File: src/rtl/paddle_ctrl.sv
// Two-paddle vertical motion controller: synchronizes the key levels and steps
// each paddle once per motion tick with slow/fast acceleration and clamping.
module paddle_ctrl #(
  parameter int TICK_DIV   = 1666667,
  parameter int SCREEN_H   = 480,
  parameter int PADDLE_H   = 80,
  parameter int STEP_SLOW  = 4,
  parameter int STEP_FAST  = 8,
  parameter int HOLD_TICKS = 15
) (
  input  logic       paddle_clk,
  input  logic       paddle_rst,
  input  logic [3:0] paddle_keys,
  output logic [9:0] paddle_left_y,
  output logic [9:0] paddle_right_y,
  output logic       paddle_tick
);

  localparam int             CW       = (TICK_DIV > 1) ? $clog2(TICK_DIV) : 1;
  localparam logic [CW-1:0]  CNT_MAX  = CW'(TICK_DIV - 1);
  localparam int             HW       = $clog2(HOLD_TICKS + 2);
  localparam logic [HW-1:0]  HOLD_MAX = HW'(HOLD_TICKS);
  localparam logic [10:0]    Y_MAX    = 11'(SCREEN_H - PADDLE_H);
  localparam logic [9:0]     Y_RST    = 10'((SCREEN_H - PADDLE_H) / 2);
  localparam logic [10:0]    STEP_S   = 11'(STEP_SLOW);
  localparam logic [10:0]    STEP_F   = 11'(STEP_FAST);

  typedef enum logic [1:0] {IDLE, SLOW, FAST} state_t;

  logic [3:0]    key_meta_q, key_meta_d;
  logic [3:0]    key_sync_q, key_sync_d;
  logic [CW-1:0] cnt_q, cnt_d;
  logic          tick_q, tick_d;
  state_t        state_q [2];
  state_t        state_d [2];
  logic [HW-1:0] hold_q  [2];
  logic [HW-1:0] hold_d  [2];
  logic          dir_q   [2];
  logic          dir_d   [2];
  logic [9:0]    y_q     [2];
  logic [9:0]    y_d     [2];
  logic          up_req  [2];
  logic          dn_req  [2];

  // Clamp by comparing against the remaining headroom, so no sum can wrap.
  function automatic logic [9:0] step_y(input logic [9:0] y, input logic down,
                                        input logic [10:0] step);
    logic [10:0] y_ext;
    logic [10:0] res;
    y_ext = {1'b0, y};
    if (down) res = (step >= Y_MAX - y_ext) ? Y_MAX : y_ext + step;
    else      res = (step >= y_ext) ? 11'd0 : y_ext - step;
    return 10'(res);
  endfunction

  always_comb begin
    key_meta_d = paddle_keys;
    key_sync_d = key_meta_q;
    cnt_d      = (cnt_q == CNT_MAX) ? '0 : cnt_q + CW'(1);
    tick_d     = (cnt_d == CNT_MAX);
    up_req[0]  = key_sync_q[2];
    dn_req[0]  = key_sync_q[3];
    up_req[1]  = key_sync_q[0];
    dn_req[1]  = key_sync_q[1];
  end

  // dir = 1 means moving down (increasing Y).
  always_comb begin
    for (int p = 0; p < 2; p++) begin
      state_d[p] = state_q[p];
      hold_d[p]  = hold_q[p];
      dir_d[p]   = dir_q[p];
      y_d[p]     = y_q[p];
      if (tick_q) begin
        if (up_req[p] == dn_req[p]) begin
          state_d[p] = IDLE;
          hold_d[p]  = '0;
        end else if (state_q[p] == IDLE || dn_req[p] != dir_q[p]) begin
          state_d[p] = SLOW;
          hold_d[p]  = HW'(1);
          dir_d[p]   = dn_req[p];
          y_d[p]     = step_y(y_q[p], dn_req[p], STEP_S);
        end else if (state_q[p] == SLOW) begin
          y_d[p] = step_y(y_q[p], dir_q[p], STEP_S);
          if (hold_q[p] + HW'(1) >= HOLD_MAX) begin
            hold_d[p]  = HOLD_MAX;
            state_d[p] = FAST;
          end else begin
            hold_d[p] = hold_q[p] + HW'(1);
          end
        end else begin
          y_d[p] = step_y(y_q[p], dir_q[p], STEP_F);
        end
      end
    end
  end

  always_ff @(posedge paddle_clk) begin
    if (paddle_rst) begin
      key_meta_q <= '0;
      key_sync_q <= '0;
      cnt_q      <= '0;
      tick_q     <= 1'b0;
      for (int p = 0; p < 2; p++) begin
        state_q[p] <= IDLE;
        hold_q[p]  <= '0;
        dir_q[p]   <= 1'b0;
        y_q[p]     <= Y_RST;
      end
    end else begin
      key_meta_q <= key_meta_d;
      key_sync_q <= key_sync_d;
      cnt_q      <= cnt_d;
      tick_q     <= tick_d;
      for (int p = 0; p < 2; p++) begin
        state_q[p] <= state_d[p];
        hold_q[p]  <= hold_d[p];
        dir_q[p]   <= dir_d[p];
        y_q[p]     <= y_d[p];
      end
    end
  end

  assign paddle_left_y  = y_q[0];
  assign paddle_right_y = y_q[1];
  assign paddle_tick    = tick_q;

endmodule

File: config.mk
export PLATFORM = sky130hd
export DESIGN_NAME = paddle_ctrl
export DESIGN_NICKNAME = d
export VERILOG_FILES = /design/src/rtl/paddle_ctrl.sv
export SDC_FILE = /design/constraint.sdc
export NUM_CORES = 1
export LEC_CHECK = 0
export CORE_ASPECT_RATIO = 1.75
export CORE_UTILIZATION = 53
export CTS_BUF_LIST = sky130_fd_sc_hd__clkbuf_8
export CTS_CLUSTER_SIZE = 12
export DETAILED_ROUTE_END_ITERATION = 10
export PLACE_DENSITY = 0.77
export SYNTH_ARGS = -nofsm -noshare
export SYNTH_HDL_FRONTEND = slang
export SYNTH_SLANG_ARGS = --single-unit
File: constraint.sdc
create_clock -name paddle_clk -period 2.2 [get_ports paddle_clk]
set_input_delay 0.22 -clock paddle_clk [delete_from_list [all_inputs] [get_ports paddle_clk]]
set_output_delay 0.22 -clock paddle_clk [all_outputs]
set_load 0.02 [all_outputs]
### Word level (Yosys, flattened, before mapping)

Memory sizes are Yosys's and may differ from the RTL's.
Index checks and enable logic that the tools add are counted.

* add/subtract/negate cells: 13
* magnitude comparators: 10
* equality and inequality tests: 8
* muxes and demuxes: 60
* bitwise operators: 8
* reduce and logical (&&, ||, !) cells: 4

Operator list (number)
* two-way mux 10 bit: 24
* two-way mux 5 bit: 12
* == test 21 bit (second input constant): 2
* two-way mux 2 bit: 12
* >= comparator 3 x 11 -> 1 bit (first input constant): 2
* >= comparator 4 x 11 -> 1 bit (first input constant): 2
* subtractor 9 x 10 -> 11 bit (first input constant): 2
* adder 21 x 1 -> 21 bit (second input constant): 1
* two-way mux 21 bit: 1
* adder 10 x 3 -> 10 bit (second input constant): 2
* adder 10 x 4 -> 10 bit (second input constant): 2
* >= comparator 3 x 10 -> 1 bit (first input constant): 2
* >= comparator 4 x 10 -> 1 bit (first input constant): 2
* subtractor 10 x 3 -> 10 bit (second input constant): 2
* subtractor 10 x 4 -> 10 bit (second input constant): 2
* two-way mux 1 bit: 11
* adder 5 x 1 -> 5 bit (second input constant): 2
* >= comparator 5 x 4 -> 1 bit (second input constant): 2
* OR 1 bit: 8
* == test 2 x 1 -> 1 bit (second input constant): 2
* logical NOT 2 bit: 2
* == test 1 bit: 2
* logical OR 1 bit: 2
* != test 1 bit: 2

* register bits: 30
* memory bits (writable): 36
* bits of input ports: 6
* output and inout port bits: 21
* memories: 4

Memory list
* y_q: words 2, width 10, read ports 2, clocked after memory_dff 0, wr ports 2, RTL line 40 `logic [9:0] y_q [2];`
* hold_q: words 2, width 5, read ports 2, clocked after memory_dff 0, wr ports 2, RTL line 36 `logic [HW-1:0] hold_q [2];`
* state_q: words 2, width 2, read ports 2, clocked after memory_dff 0, wr ports 2, RTL line 34 `state_t state_q [2];`
* dir_q: words 2, width 1, read ports 2, clocked after memory_dff 0, wr ports 2, RTL line 38 `logic dir_q [2];`

### Logic depth before layout (Yosys ltp)

An unclocked memory read counts as a cell.

* word-level depth: 10
* gate-level depth with buffers: 10
* gate-level depth less buffers: 8

### Worst setup path before layout

OpenSTA, ideal clock, no wires.

* kind: register to register
* start: memory y_q[0][3]
* end: memory y_q[0][5]
* library setup time: 0.074 ns
* data arrival time: 2.420 ns
* required time: 2.126 ns
* path slack: -0.294 ns
* stages on the path, launching flop included: 10
* clock period less this slack: 2.494 ns
* path through: dfxtp_1 buf_2 inv_1 ha_1 or4b_4 nor4b_4 o22ai_4 nor2_4 or4_1 a31oi_1

RTL lines (RTL line)
* start, declared: 40

==> metrics.md <==
| Metric | Value |
|---|---|
| Post-placement cell count | 902 |
| Full die area | 0.0105 mm^2 |
| Final Non-Filler Cells | 927 |
| Vias in the first global route | 6069 |
| Post-DP HPWL | 13200 um |
| Nets | 831 |
| R2r worst-path depth | 9 |
| Setup CP Type | reg -> reg |
| ANT cells | 0 |
| Delay-heaviest family, CP | simple AND/OR/NAND/NOR gates |
| CP max stage cell | or4b_4 |
| Top Usage Layer GRT | met2 |
| Die X | 78.0 um |
| RSZ-0062 raised after global routing | yes |
| Hold path depth | 2 |
| Hold Path Class | in -> reg |
| Post-layout util | 70.0% |
| Clk_lat worst skew | 0.36 ns |
| H-Tree Depth | 3 |
| Rows | 48 |
| WP buf/inv | 2 |
| R2R Setup Slk | -0.06 ns |
| First-pass DRT Iterations | 6 |
| Clk slew on worst S/H paths | 0.08 ns |
| Share of layout cells above drive strength 1 | 23.2% |
| Synth warn | 0 |
| Register area share after synthesis | 24.6% |
| CP max FO | 5 |
| Syn Nets | 740 |
| Fmax | 0.442 GHz |
| Area contributors post-synth | dfxtp_1 25%, ha_1 6.5%, nand2_1 4.7% |
| Leakage | 2.54 nW |
| Port bufs | 26 |
| Post-synth EDFFs | 0 |
| Final hold vios | 0 |
| Reg2reg end | y_q[0][2] |
| Final Max Slew Viols | 0 |
| Area leader, netlist | dfxtp_1 |
| GPL Wtd Cong | 1.06 |
| Critical Path RT | 2.46 ns |
| Initial Util | 54.5% |
| Area grow syn2layout | 28.5% |
| CTS tree | yes |
| VDD IR-drop max | 0.000324 V |
| Worst R2R Start | y_q[0][3] |
| Final Skew | 0.0112 ns |
| Hold buffers post-CTS | 0 |
| Mapped Cells | 706 |
| Initial drt markers | 565 |
| Actual slew at the worst max-slew pin | 0.612 ns |
| Worst setup margin | -0.0645 ns |
| Final worst path period need | 2.26 ns |
| Failing checks | negative setup slack |
| Setup Viol. Count Final | 7 |
| I/O Pins | 27 |
| PwrDens | 378 mW/mm^2 |
| Power Total | 2.61 mW |
| Count leader, synth | nand2_1 |
| Outcome | finished, violations left |
| CP Cell Sequence | inv_6 -> ha_1 -> or4b_4 -> nor4b_4 -> o22ai_4 -> buf_6 -> o31ai_4 -> or4_1 -> o31ai_1 |
| Netlist cell types | 80 |
| Met1 Usage GRT | 35.1% |
| DR vias/cell | 6.53 |
| Global route total overflow | 0 |
| GR Util All Layers | 35.3% |
| Synth Flop Type | dfxtp_1 |
| Core Region | 0.00985 mm^2 |
| Slew margin rel. | 58.8% |
| Share of the synthesized area in the top cell type | 24.6% |
| CP startpoint kind | register |
| CTS buffer count | 9 |
| Clock Sinks | 66 |
| Yosys reg bits | 66 |
| Largest net degree at the start of global routing | 42 |
| Root Driver | clkbuf_8 |
| Crit end category | register |
| Grt met3 use | 6.28% |
| Ys async rst share | 0% |
| Final period utilization | 103% |
| Crit path DAT | 2.52 ns |
| Maximum root-to-sink buffer count | 2 |
| Max Cap Violations | 0 |
| Min-delay src | paddle_keys[1] |
| Crit-path max cell delay | 0.50 ns |
| Die height | 135 um |
| First-pass GRT wire length | 29100 um |
| Met2 Use GR | 64.0% |
| Mean area per synthesized cell | 7.60 um^2 |
| Via count | 6050 |
| Wirelength, routed | 18500 um |
| Post-route ant nets | 0 |
| Initial antenna violation count | 0 |
| Mapped Area | 0.00536 mm^2 |
| # DRC | 0 |
| Hold path endpoint | key_meta_q[1] |
| WL/cell | 19.9 um |
| Top cells by count, synth | 67 x nand2_1, 66 x dfxtp_1, 58 x nor2_1 |
## cells in the final DEF, fill, tap and decap left out, types with 6 or more instances in the layout
cell	synthesis	routed
nor2_1	58	56
o21a_1	6	6
a21oi_1	43	41
nand3_1	35	34
xor2_1	27	27
clkdlybuf4s50_1	0	26
a31oi_1	16	16
o211ai_1	8	8
nand4_1	17	17
dfxtp_1	66	55
nor3_1	18	16
o21ai_0	36	34
nor4_1	8	7
buf_4	0	96
nand2b_1	12	12
nand2_1	67	67
clkbuf_8	1	9
dfxtp_2	0	8
nor2b_1	18	18
and2_1	7	7
and3_1	8	8
inv_1	27	23
xnor2_1	23	23
ha_1	28	22
## cells by family after synthesis
kind of cell / after synthesis / share of synthesized area [%]
AO/OA/AOI/OAI: 195 / 25.4
XOR/XNOR: 50 / 8.16
adder cells (fa/ha/maj): 28 / 6.53
buffers and inverters: 74 / 5.78
flip-flops: 66 / 24.6
multiplexers: 4 / 0.746
AND/OR/NAND/NOR: 289 / 28.7
## power breakdown
group / total (mW) / switching (mW) / internal (mW)
Clock: 1.28 / 0.525 / 0.752
Sequential: 1.22 / 0.0148 / 1.20
Combinational: 0.113 / 0.0650 / 0.0478
Total: 2.61 / 0.605 / 2.00
## cell type report
| cell class | count | area (um^2) |
|---|---|---|
| Clock buffer | 9 | 124 |
| Fill cell | 824 | 2960 |
| Clock inverter | 7 | 116 |
| Tap cell | 125 | 156 |
| Multi-Input combinational cell | 567 | 4000 |
| Sequential cell | 66 | 1340 |
| Inverter | 27 | 113 |
| Timing Repair Buffer | 126 | 1030 |
## metal layers
metal	up-vias	share of wire, %
met3	118	6.0
li1	2767	-
met1	2857	35
met5	-	0
met2	308	52
met4	0	7.7
## worst max-delay path by stage
stage               slack [ns]       start    endpoint  cells after the start
floorplan              0.00002   y_q[0][3]   y_q[0][0]                      9
global placement         -0.03  y_q[0][17]  y_q[0][14]                      7
detailed placement       -0.09   y_q[0][2]   y_q[0][4]                      9
CTS                      0.004   y_q[0][1]   y_q[0][4]                      9
global route             -0.11   y_q[0][2]   y_q[0][0]                      9
finish                   -0.06   y_q[0][3]   y_q[0][2]                      9
## flip-flops by register name (all words and copies together), names as in the netlist
signal	flops
dir_q	2
cnt_q	21
state_q	4
key_sync_q	4
y_q	20
key_meta_q	4
hold_q	10
paddle_tick	1
## stage by stage
stage	setup WS, ns	instance area [um^2]	TNS, ns	hold WS [ns]
4_1_cts	0.00381	6640	0	0.419
6_report	-0.0645	6890	-0.305	0.423
2_1_floorplan	0.0000191	5440	0	0.348
3_5_place_dp	-0.0913	6320	-0.236	0.432
5_1_grt	-0.114	6890	-0.745	0.441
3_3_place_gp	-0.0312	6320	-0.0775	0.436
## repair_timing
action / in CTS / in global routing
resized for setup: 10 / 49
cloned: 1 / 0
setup endpoints to repair: 12 / 19
pin swaps: 2 / 18
buffers inserted: 1 / 7
Note: power is estimated with default switching activity, not from simulation.
